### src/rtl/smc_wr_pkg.sv
// Shared types and codes for the SMC bank AXI write slave.
// FSM state encoding, B response codes and AXI burst types.
package smc_wr_pkg;

  typedef enum logic [1:0] {
    ST_IDLE = 2'b00,
    ST_DATA = 2'b01,
    ST_RESP = 2'b10
  } state_e;

  localparam logic [1:0] RESP_OKAY   = 2'b00;
  localparam logic [1:0] RESP_SLVERR = 2'b10;
  localparam logic [1:0] RESP_DECERR = 2'b11;

  localparam logic [1:0] BURST_FIXED = 2'b00;
  localparam logic [1:0] BURST_INCR  = 2'b01;

endpackage

### src/rtl/smc_wr_addr_gen.sv
// Word address and beat counter for one write burst: loads on AW, steps per beat.
// INCR wraps modulo 2^MEM_ADDR_WIDTH, FIXED holds; last is high on the final beat.
module smc_wr_addr_gen
  import smc_wr_pkg::*;
#(
  parameter int MEM_ADDR_WIDTH = 12
) (
  input  logic                      clk,
  input  logic                      rst_n,
  input  logic                      load,
  input  logic                      step,
  input  logic [MEM_ADDR_WIDTH-1:0] load_addr,
  input  logic [3:0]                load_len,
  input  logic [1:0]                load_burst,
  output logic [MEM_ADDR_WIDTH-1:0] addr,
  output logic                      last
);

  logic [MEM_ADDR_WIDTH-1:0] addr_q, addr_d;
  logic [3:0]                cnt_q, cnt_d;
  logic [3:0]                len_q, len_d;
  logic                      incr_q, incr_d;

  always_comb begin
    addr_d = addr_q;
    cnt_d  = cnt_q;
    len_d  = len_q;
    incr_d = incr_q;
    if (load) begin
      addr_d = load_addr;
      cnt_d  = 4'd0;
      len_d  = load_len;
      incr_d = (load_burst == BURST_INCR);
    end else if (step) begin
      cnt_d = cnt_q + 4'd1;
      if (incr_q) begin
        addr_d = addr_q + MEM_ADDR_WIDTH'(1);
      end
    end
  end

  always_ff @(posedge clk) begin
    if (!rst_n) begin
      addr_q <= '0;
      cnt_q  <= '0;
      len_q  <= '0;
      incr_q <= 1'b0;
    end else begin
      addr_q <= addr_d;
      cnt_q  <= cnt_d;
      len_q  <= len_d;
      incr_q <= incr_d;
    end
  end

  assign addr = addr_q;
  assign last = (cnt_q == len_q);

endmodule

### src/rtl/smc_wr_slave.sv
// AXI write slave for one SMC bank: one burst at a time, each beat becomes a registered SRAM word write.
// SMC_WR_PERF_CNT_EN adds wrapping burst and error counters on the B handshake.
module smc_wr_slave
  import smc_wr_pkg::*;
#(
  parameter int                    ADDR_WIDTH     = 32,
  parameter int                    DATA_WIDTH     = 128,
  parameter int                    BYTE_STRB      = DATA_WIDTH / 8,
  parameter int                    MEM_ADDR_WIDTH = 12,
  parameter logic [ADDR_WIDTH-1:0] BASE_ADDR      = 32'h1000_0000
) (
  input  logic                      clk,
  input  logic                      rst_n,
  input  logic [3:0]                awid,
  input  logic                      awvalid,
  input  logic [ADDR_WIDTH-1:0]     awaddr,
  input  logic [3:0]                awlen,
  input  logic [2:0]                awsize,
  input  logic [1:0]                awburst,
  input  logic                      awlock,
  input  logic [3:0]                awcache,
  input  logic [2:0]                awprot,
  output logic                      awready,
  input  logic                      wvalid,
  input  logic                      wlast,
  input  logic [DATA_WIDTH-1:0]     wdata,
  input  logic [BYTE_STRB-1:0]      wstrb,
  output logic                      wready,
  output logic [3:0]                bid,
  output logic                      bvalid,
  output logic [1:0]                bresp,
  input  logic                      bready,
  output logic                      o_mem_we,
  output logic [MEM_ADDR_WIDTH-1:0] o_mem_addr,
  output logic [DATA_WIDTH-1:0]     o_mem_wdata,
  output logic [BYTE_STRB-1:0]      o_mem_wstrb,
`ifdef SMC_WR_PERF_CNT_EN
  output logic [15:0]               o_burst_cnt,
  output logic [15:0]               o_err_cnt,
`endif
  output logic [1:0]                o_state
);

  localparam int LSB = $clog2(BYTE_STRB);
  localparam int WIN = LSB + MEM_ADDR_WIDTH;

  state_e                    state_q, state_d;
  logic                      awready_q, awready_d, wready_q, wready_d, bvalid_q, bvalid_d;
  logic [3:0]                id_q, id_d, bid_q, bid_d;
  logic [1:0]                err_q, err_d, bresp_q, bresp_d;
  logic                      wr_ok_q, wr_ok_d, mem_we_q, mem_we_d;
  logic [MEM_ADDR_WIDTH-1:0] mem_addr_q, mem_addr_d;
  logic [DATA_WIDTH-1:0]     mem_wdata_q, mem_wdata_d;
  logic [BYTE_STRB-1:0]      mem_wstrb_q, mem_wstrb_d;
  logic                      aw_hs, w_hs, b_hs, ag_last;
  logic [MEM_ADDR_WIDTH-1:0] ag_addr;
  logic [1:0]                aw_err;
  logic                      unused_ok;

  assign aw_hs     = awready_q & awvalid;
  assign w_hs      = wready_q & wvalid;
  assign b_hs      = bvalid_q & bready;
  assign unused_ok = ^{awlock, awcache, awprot, awaddr[LSB-1:0]};

  // Decode error outranks protocol error; awburst[1] set means neither FIXED nor INCR.
  always_comb begin
    aw_err = RESP_OKAY;
    if (awaddr[ADDR_WIDTH-1:WIN] != BASE_ADDR[ADDR_WIDTH-1:WIN]) begin
      aw_err = RESP_DECERR;
    end else if (awsize != 3'(LSB) || awburst[1]) begin
      aw_err = RESP_SLVERR;
    end
  end

  smc_wr_addr_gen #(.MEM_ADDR_WIDTH(MEM_ADDR_WIDTH)) u_addr_gen (
    .clk        (clk),
    .rst_n      (rst_n),
    .load       (aw_hs),
    .step       (w_hs),
    .load_addr  (awaddr[WIN-1:LSB]),
    .load_len   (awlen),
    .load_burst (awburst),
    .addr       (ag_addr),
    .last       (ag_last)
  );

  always_comb begin
    state_d     = state_q;
    id_d        = id_q;
    err_d       = err_q;
    wr_ok_d     = wr_ok_q;
    bid_d       = bid_q;
    bresp_d     = bresp_q;
    mem_we_d    = 1'b0;
    mem_addr_d  = mem_addr_q;
    mem_wdata_d = mem_wdata_q;
    mem_wstrb_d = mem_wstrb_q;
    case (state_q)
      ST_IDLE: begin
        if (aw_hs) begin
          id_d    = awid;
          err_d   = aw_err;
          wr_ok_d = (aw_err == RESP_OKAY);
          state_d = ST_DATA;
        end
      end
      ST_DATA: begin
        if (w_hs) begin
          mem_we_d = wr_ok_q;
          if (wr_ok_q) begin
            mem_addr_d  = ag_addr;
            mem_wdata_d = wdata;
            mem_wstrb_d = wstrb;
          end
          // A misplaced wlast flags the response but never shortens the burst.
          if (err_q == RESP_OKAY && wlast != ag_last) begin
            err_d = RESP_SLVERR;
          end
          if (ag_last) begin
            bid_d   = id_q;
            bresp_d = err_d;
            state_d = ST_RESP;
          end
        end
      end
      ST_RESP: begin
        if (b_hs) begin
          state_d = ST_IDLE;
        end
      end
      default: state_d = ST_IDLE;
    endcase
    awready_d = (state_d == ST_IDLE);
    wready_d  = (state_d == ST_DATA);
    bvalid_d  = (state_d == ST_RESP);
  end

  always_ff @(posedge clk) begin
    if (!rst_n) begin
      state_q     <= ST_IDLE;
      awready_q   <= 1'b0;
      wready_q    <= 1'b0;
      bvalid_q    <= 1'b0;
      id_q        <= '0;
      err_q       <= RESP_OKAY;
      wr_ok_q     <= 1'b0;
      bid_q       <= '0;
      bresp_q     <= RESP_OKAY;
      mem_we_q    <= 1'b0;
      mem_addr_q  <= '0;
      mem_wdata_q <= '0;
      mem_wstrb_q <= '0;
    end else begin
      state_q     <= state_d;
      awready_q   <= awready_d;
      wready_q    <= wready_d;
      bvalid_q    <= bvalid_d;
      id_q        <= id_d;
      err_q       <= err_d;
      wr_ok_q     <= wr_ok_d;
      bid_q       <= bid_d;
      bresp_q     <= bresp_d;
      mem_we_q    <= mem_we_d;
      mem_addr_q  <= mem_addr_d;
      mem_wdata_q <= mem_wdata_d;
      mem_wstrb_q <= mem_wstrb_d;
    end
  end

`ifdef SMC_WR_PERF_CNT_EN
  logic [15:0] burst_cnt_q, burst_cnt_d, err_cnt_q, err_cnt_d;

  always_comb begin
    burst_cnt_d = burst_cnt_q;
    err_cnt_d   = err_cnt_q;
    if (b_hs) begin
      burst_cnt_d = burst_cnt_q + 16'd1;
      if (bresp_q != RESP_OKAY) begin
        err_cnt_d = err_cnt_q + 16'd1;
      end
    end
  end

  always_ff @(posedge clk) begin
    if (!rst_n) begin
      burst_cnt_q <= '0;
      err_cnt_q   <= '0;
    end else begin
      burst_cnt_q <= burst_cnt_d;
      err_cnt_q   <= err_cnt_d;
    end
  end

  assign o_burst_cnt = burst_cnt_q;
  assign o_err_cnt   = err_cnt_q;
`endif

  assign awready     = awready_q;
  assign wready      = wready_q;
  assign bvalid      = bvalid_q;
  assign bid         = bid_q;
  assign bresp       = bresp_q;
  assign o_mem_we    = mem_we_q;
  assign o_mem_addr  = mem_addr_q;
  assign o_mem_wdata = mem_wdata_q;
  assign o_mem_wstrb = mem_wstrb_q;
  assign o_state     = state_q;

endmodule

### config.mk
export PLATFORM = sky130hd
export DESIGN_NAME = smc_wr_slave
export DESIGN_NICKNAME = d
export VERILOG_FILES = /design/src/rtl/smc_wr_pkg.sv /design/src/rtl/smc_wr_addr_gen.sv /design/src/rtl/smc_wr_slave.sv
export SDC_FILE = /design/constraint.sdc
export NUM_CORES = 1
export LEC_CHECK = 0
export ABC_AREA = 1
export CELL_PAD_IN_SITES_DETAIL_PLACEMENT = 0
export CELL_PAD_IN_SITES_GLOBAL_PLACEMENT = 1
export CORE_AREA = 2 2 177 179
export CTS_CLUSTER_SIZE = 24
export DETAILED_ROUTE_END_ITERATION = 7
export DIE_AREA = 0 0 179 181
export PLACE_DENSITY = 0.82
export SKIP_CTS_REPAIR_TIMING = 1
export SLEW_MARGIN = 20
export SYNTH_ARGS = -nofsm -noshare
export SYNTH_HDL_FRONTEND = slang
export SYNTH_SLANG_ARGS = --single-unit
### constraint.sdc
create_clock -name clk -period 1.53 [get_ports clk]
set_clock_uncertainty 0.2 [all_clocks]
set_input_delay 0.306 -clock clk [delete_from_list [all_inputs] [get_ports clk]]
set_output_delay 0.306 -clock clk [all_outputs]
set_load 0.01 [all_outputs]
==> impl_metrics.tcl <==
set metrics [dict create \
    max_freq_mhz 567.4 \
    netlist_area_um2 7186 \
    grt_pass1_wl_um 39100 \
    die_x_um 179 \
    regToRegStartpoint "o_state[0]" \
    syn_to_final_growth_pct 87.57 \
    instances_no_fill 1785 \
    worst_slack_ps -232.4 \
    grt_util_all_layers_pct 15.29 \
    synth_ff_type "dfxtp_1" \
    clk_pin_slew_ps 80 \
    clock_latency_ps 440 \
    finalSetupViolations 163 \
    swShare_pct 24.72 \
    cp-end-kind "register" \
    wl_met3_um 2592 \
    avgSynthCellArea_um2 7.564 \
    htree_num_levels 4 \
    fillers 2942 \
    yosysTopAreaCell "dfxtp_1" \
    synthesis.yosys.warnings 0 \
    cp-startpoint "o_state[0]" \
    cts_root_buf "clkbuf_16" \
    tightest_slew_ps 388.4 \
    grt_max_degree 69 \
    drt-total-wl_um 29500 \
    overflow 0 \
    hold_start "rst_n" \
    synthCells 950 \
    layout_min_cycle_time_ps 1762 \
    ioPinCount 371 \
    portBuffers 358 \
    met1_length_um 11990 \
    synth.ff_latch_count 196 \
    peakVddDrop_v 0.0006812 \
    cp.required_ps 1670 \
    antenna_left 0 \
    p_leak_nw 7.936 \
    drive_above_1_share_pct 18.88 \
    cts_tree "done" \
    drcViolationCount 0 \
    fin_nets 1581 \
    tns_ps -26660 \
    cp-start-kind "register" \
    vias 8038 \
    preCtsSetupSlack_ps -570.7 \
    pwr-share-comb_pct 10.1 \
    cp_max_fo 16 \
    initial_core_util_pct 23.68 \
    first_global_vias 7464 \
    die_y_um 181 \
    power.internal_w 0.008193 \
    critPathKind "register to register" \
    core_region_area_um2 30350 \
    place_hpwl_um 18150 \
    relSlewSlack_pct 74.08 \
    yosys-top-cells-count "360 x nor2_1, 196 x dfxtp_1, 147 x o21ai_0" \
    synth_cell_types 29 \
    finalHoldViolations 0 \
    clock_path_buffers 2 \
    hold_path.class "primary input to register" \
    antenna_found_initial 0 \
    synth_edf_count 0 \
    dp_cells 1718 \
    critical_path_arrival_ps 1910 \
    dr.pass1.iters 4 \
    placementRows 64 \
    synth_most_common_cell "nor2_1" \
    synthArstFlopShare_pct 0 \
    rsz0062_at_grt "true" \
    switchingPower_w 0.002691 \
    post-route-util_pct 44.41 \
    p_seq_share_pct 47.9 \
    period_share_pct 115.2 \
    maxCapViolations 0 \
    avgViaCountPerCell 4.503 \
    synth_seq_area_share_pct 54.61 \
    drv_slew 0 \
    clock_sinks 196 \
    clockPowerShare_pct 42.0 \
    synth_top_area_share_pct 54.61 \
    failed_checks "negative setup slack" \
    outcome "finished, violations left" \
    wire_per_inst_um 16.53 \
    synth_area_leaders "dfxtp_1 55%, nor2_1 19%, o21ai_0 10%" \
    dr_wl_met2_um 14050 \
    dieArea_um2 32400 \
    power_w 0.01088 \
    highest_layer "met4" \
    gp_congestion 0.8111 \
    initialDrtViolationCount 289 \
    synth_nets 1155 \
    power_density_nw_per_um2 807.5 \
    cts_buffers 17 \
]
[power by group through the flow]
| stage | logic, W | clock network, W | registers [W] |
|---|---|---|---|
| floorplan | 0.000272 | 0 | 0.00533 |
| global placement | 0.00102 | 0 | 0.00532 |
| detailed placement | 0.00102 | 0 | 0.00533 |
| CTS | 0.00103 | 0.00470 | 0.00521 |
| global route | 0.00118 | 0.00492 | 0.00522 |
| finish | 0.00110 | 0.00457 | 0.00521 |
[logic make-up (layout without fill, tap and decap cells)]
family / after synthesis / after routing / synth area share [%]
XOR/XNOR: 1 / 1 / 0.1219
other: 0 / 1 / 0
AO/OA/AOI/OAI: 216 / 216 / 15.71
buffers and inverters: 94 / 532 / 5.293
flip-flops: 196 / 196 / 54.61
AND/OR/NAND/NOR: 441 / 441 / 23.92
adder cells (fa/ha/maj): 2 / 2 / 0.3482
[stage by stage]
| stage | hold WS, ps | instance area, um2 |
|---|---|---|
| detailed placement | 277.7 | 11700 |
| CTS | -5.905 | 12280 |
| finish | 25.89 | 13480 |
| floorplan | 223.2 | 7261 |
| global placement | 267.7 | 11700 |
| global route | 8.219 | 13480 |
[worst max-delay path, cell delays in order, from the launching register on]
cell	delay (ps)
dfxtp_2	340
inv_2	50
nor2_4	100
inv_2	60
nor3_4	230
buf_12	180
inv_8	110
clkbuf_16	190
nor2_1	130
nor2_1	70
[per-layer routing]
| metal | global-route usage [%] | vias up |
|---|---|---|
| li1 | - | 3935 |
| met1 | 18.14 | 3754 |
| met2 | 25.02 | 302 |
| met3 | 6.166 | 47 |
| met4 | 4.911 | 0 |
| met5 | 0 | - |
[area by class of cell]
type / count / area [um2] / area share (%)
clock inverters: 13 / 141.4 / 1.049
diodes: 1 / 2.502 / 0.01857
inverters: 37 / 146.4 / 1.086
flip-flops and latches: 196 / 3954 / 29.34
multi-input cells: 660 / 3152 / 23.38
repair buffers: 464 / 5147 / 38.19
clock buffers: 18 / 439.2 / 3.258
well taps: 396 / 495.5 / 3.676
[layout by cell type, fill, tap and decap left out, types with 3 or more instances in the layout]
cell	Yosys	routed
nor2_1	360	341
clkdlybuf4s50_1	0	189
dfxtp_1	196	180
dlymetal6s2s_1	0	131
o21ai_0	147	112
buf_4	1	54
o21ai_1	33	53
nand2_1	48	38
clkbuf_16	0	32
clkbuf_2	0	32
inv_1	34	23
buf_6	0	18
a21oi_1	18	17
nand3_1	19	16
inv_2	3	13
o21ai_2	0	13
dfxtp_2	0	12
nor2_2	2	11
nor2_4	0	10
nand2_2	1	10
buf_12	0	10
buf_8	0	8
inv_8	0	5
a211oi_1	5	5
o211ai_1	5	5
buf_16	0	5
dfxtp_4	0	4
nor3_1	6	3
inv_6	0	3
clkinvlp_4	0	3
[flip-flops by register name, indices dropped and copies added (netlist names)]
register	count
u_addr_gen.cnt_q	4
o_state	2
wr_ok_q	1
err_q	2
wready	1
bvalid	1
id_q	4
bid	4
o_mem_wdata	128
bresp	2
o_mem_wstrb	16
o_mem_we	1
u_addr_gen.len_q	4
o_mem_addr	12
awready	1
u_addr_gen.addr	12
u_addr_gen.incr_q	1
[path summary, 6_finish.rpt]
check                             end  slack (ps)  depth (start not counted)
hold / removal               bresp[0]          30                          3
hold reg to reg   u_addr_gen.addr[11]         290                          2
setup reg to reg      o_mem_wdata[14]        -230                          9
setup / recovery      o_mem_wdata[14]        -230                          9
Note: power is estimated with default switching activity, not from simulation.
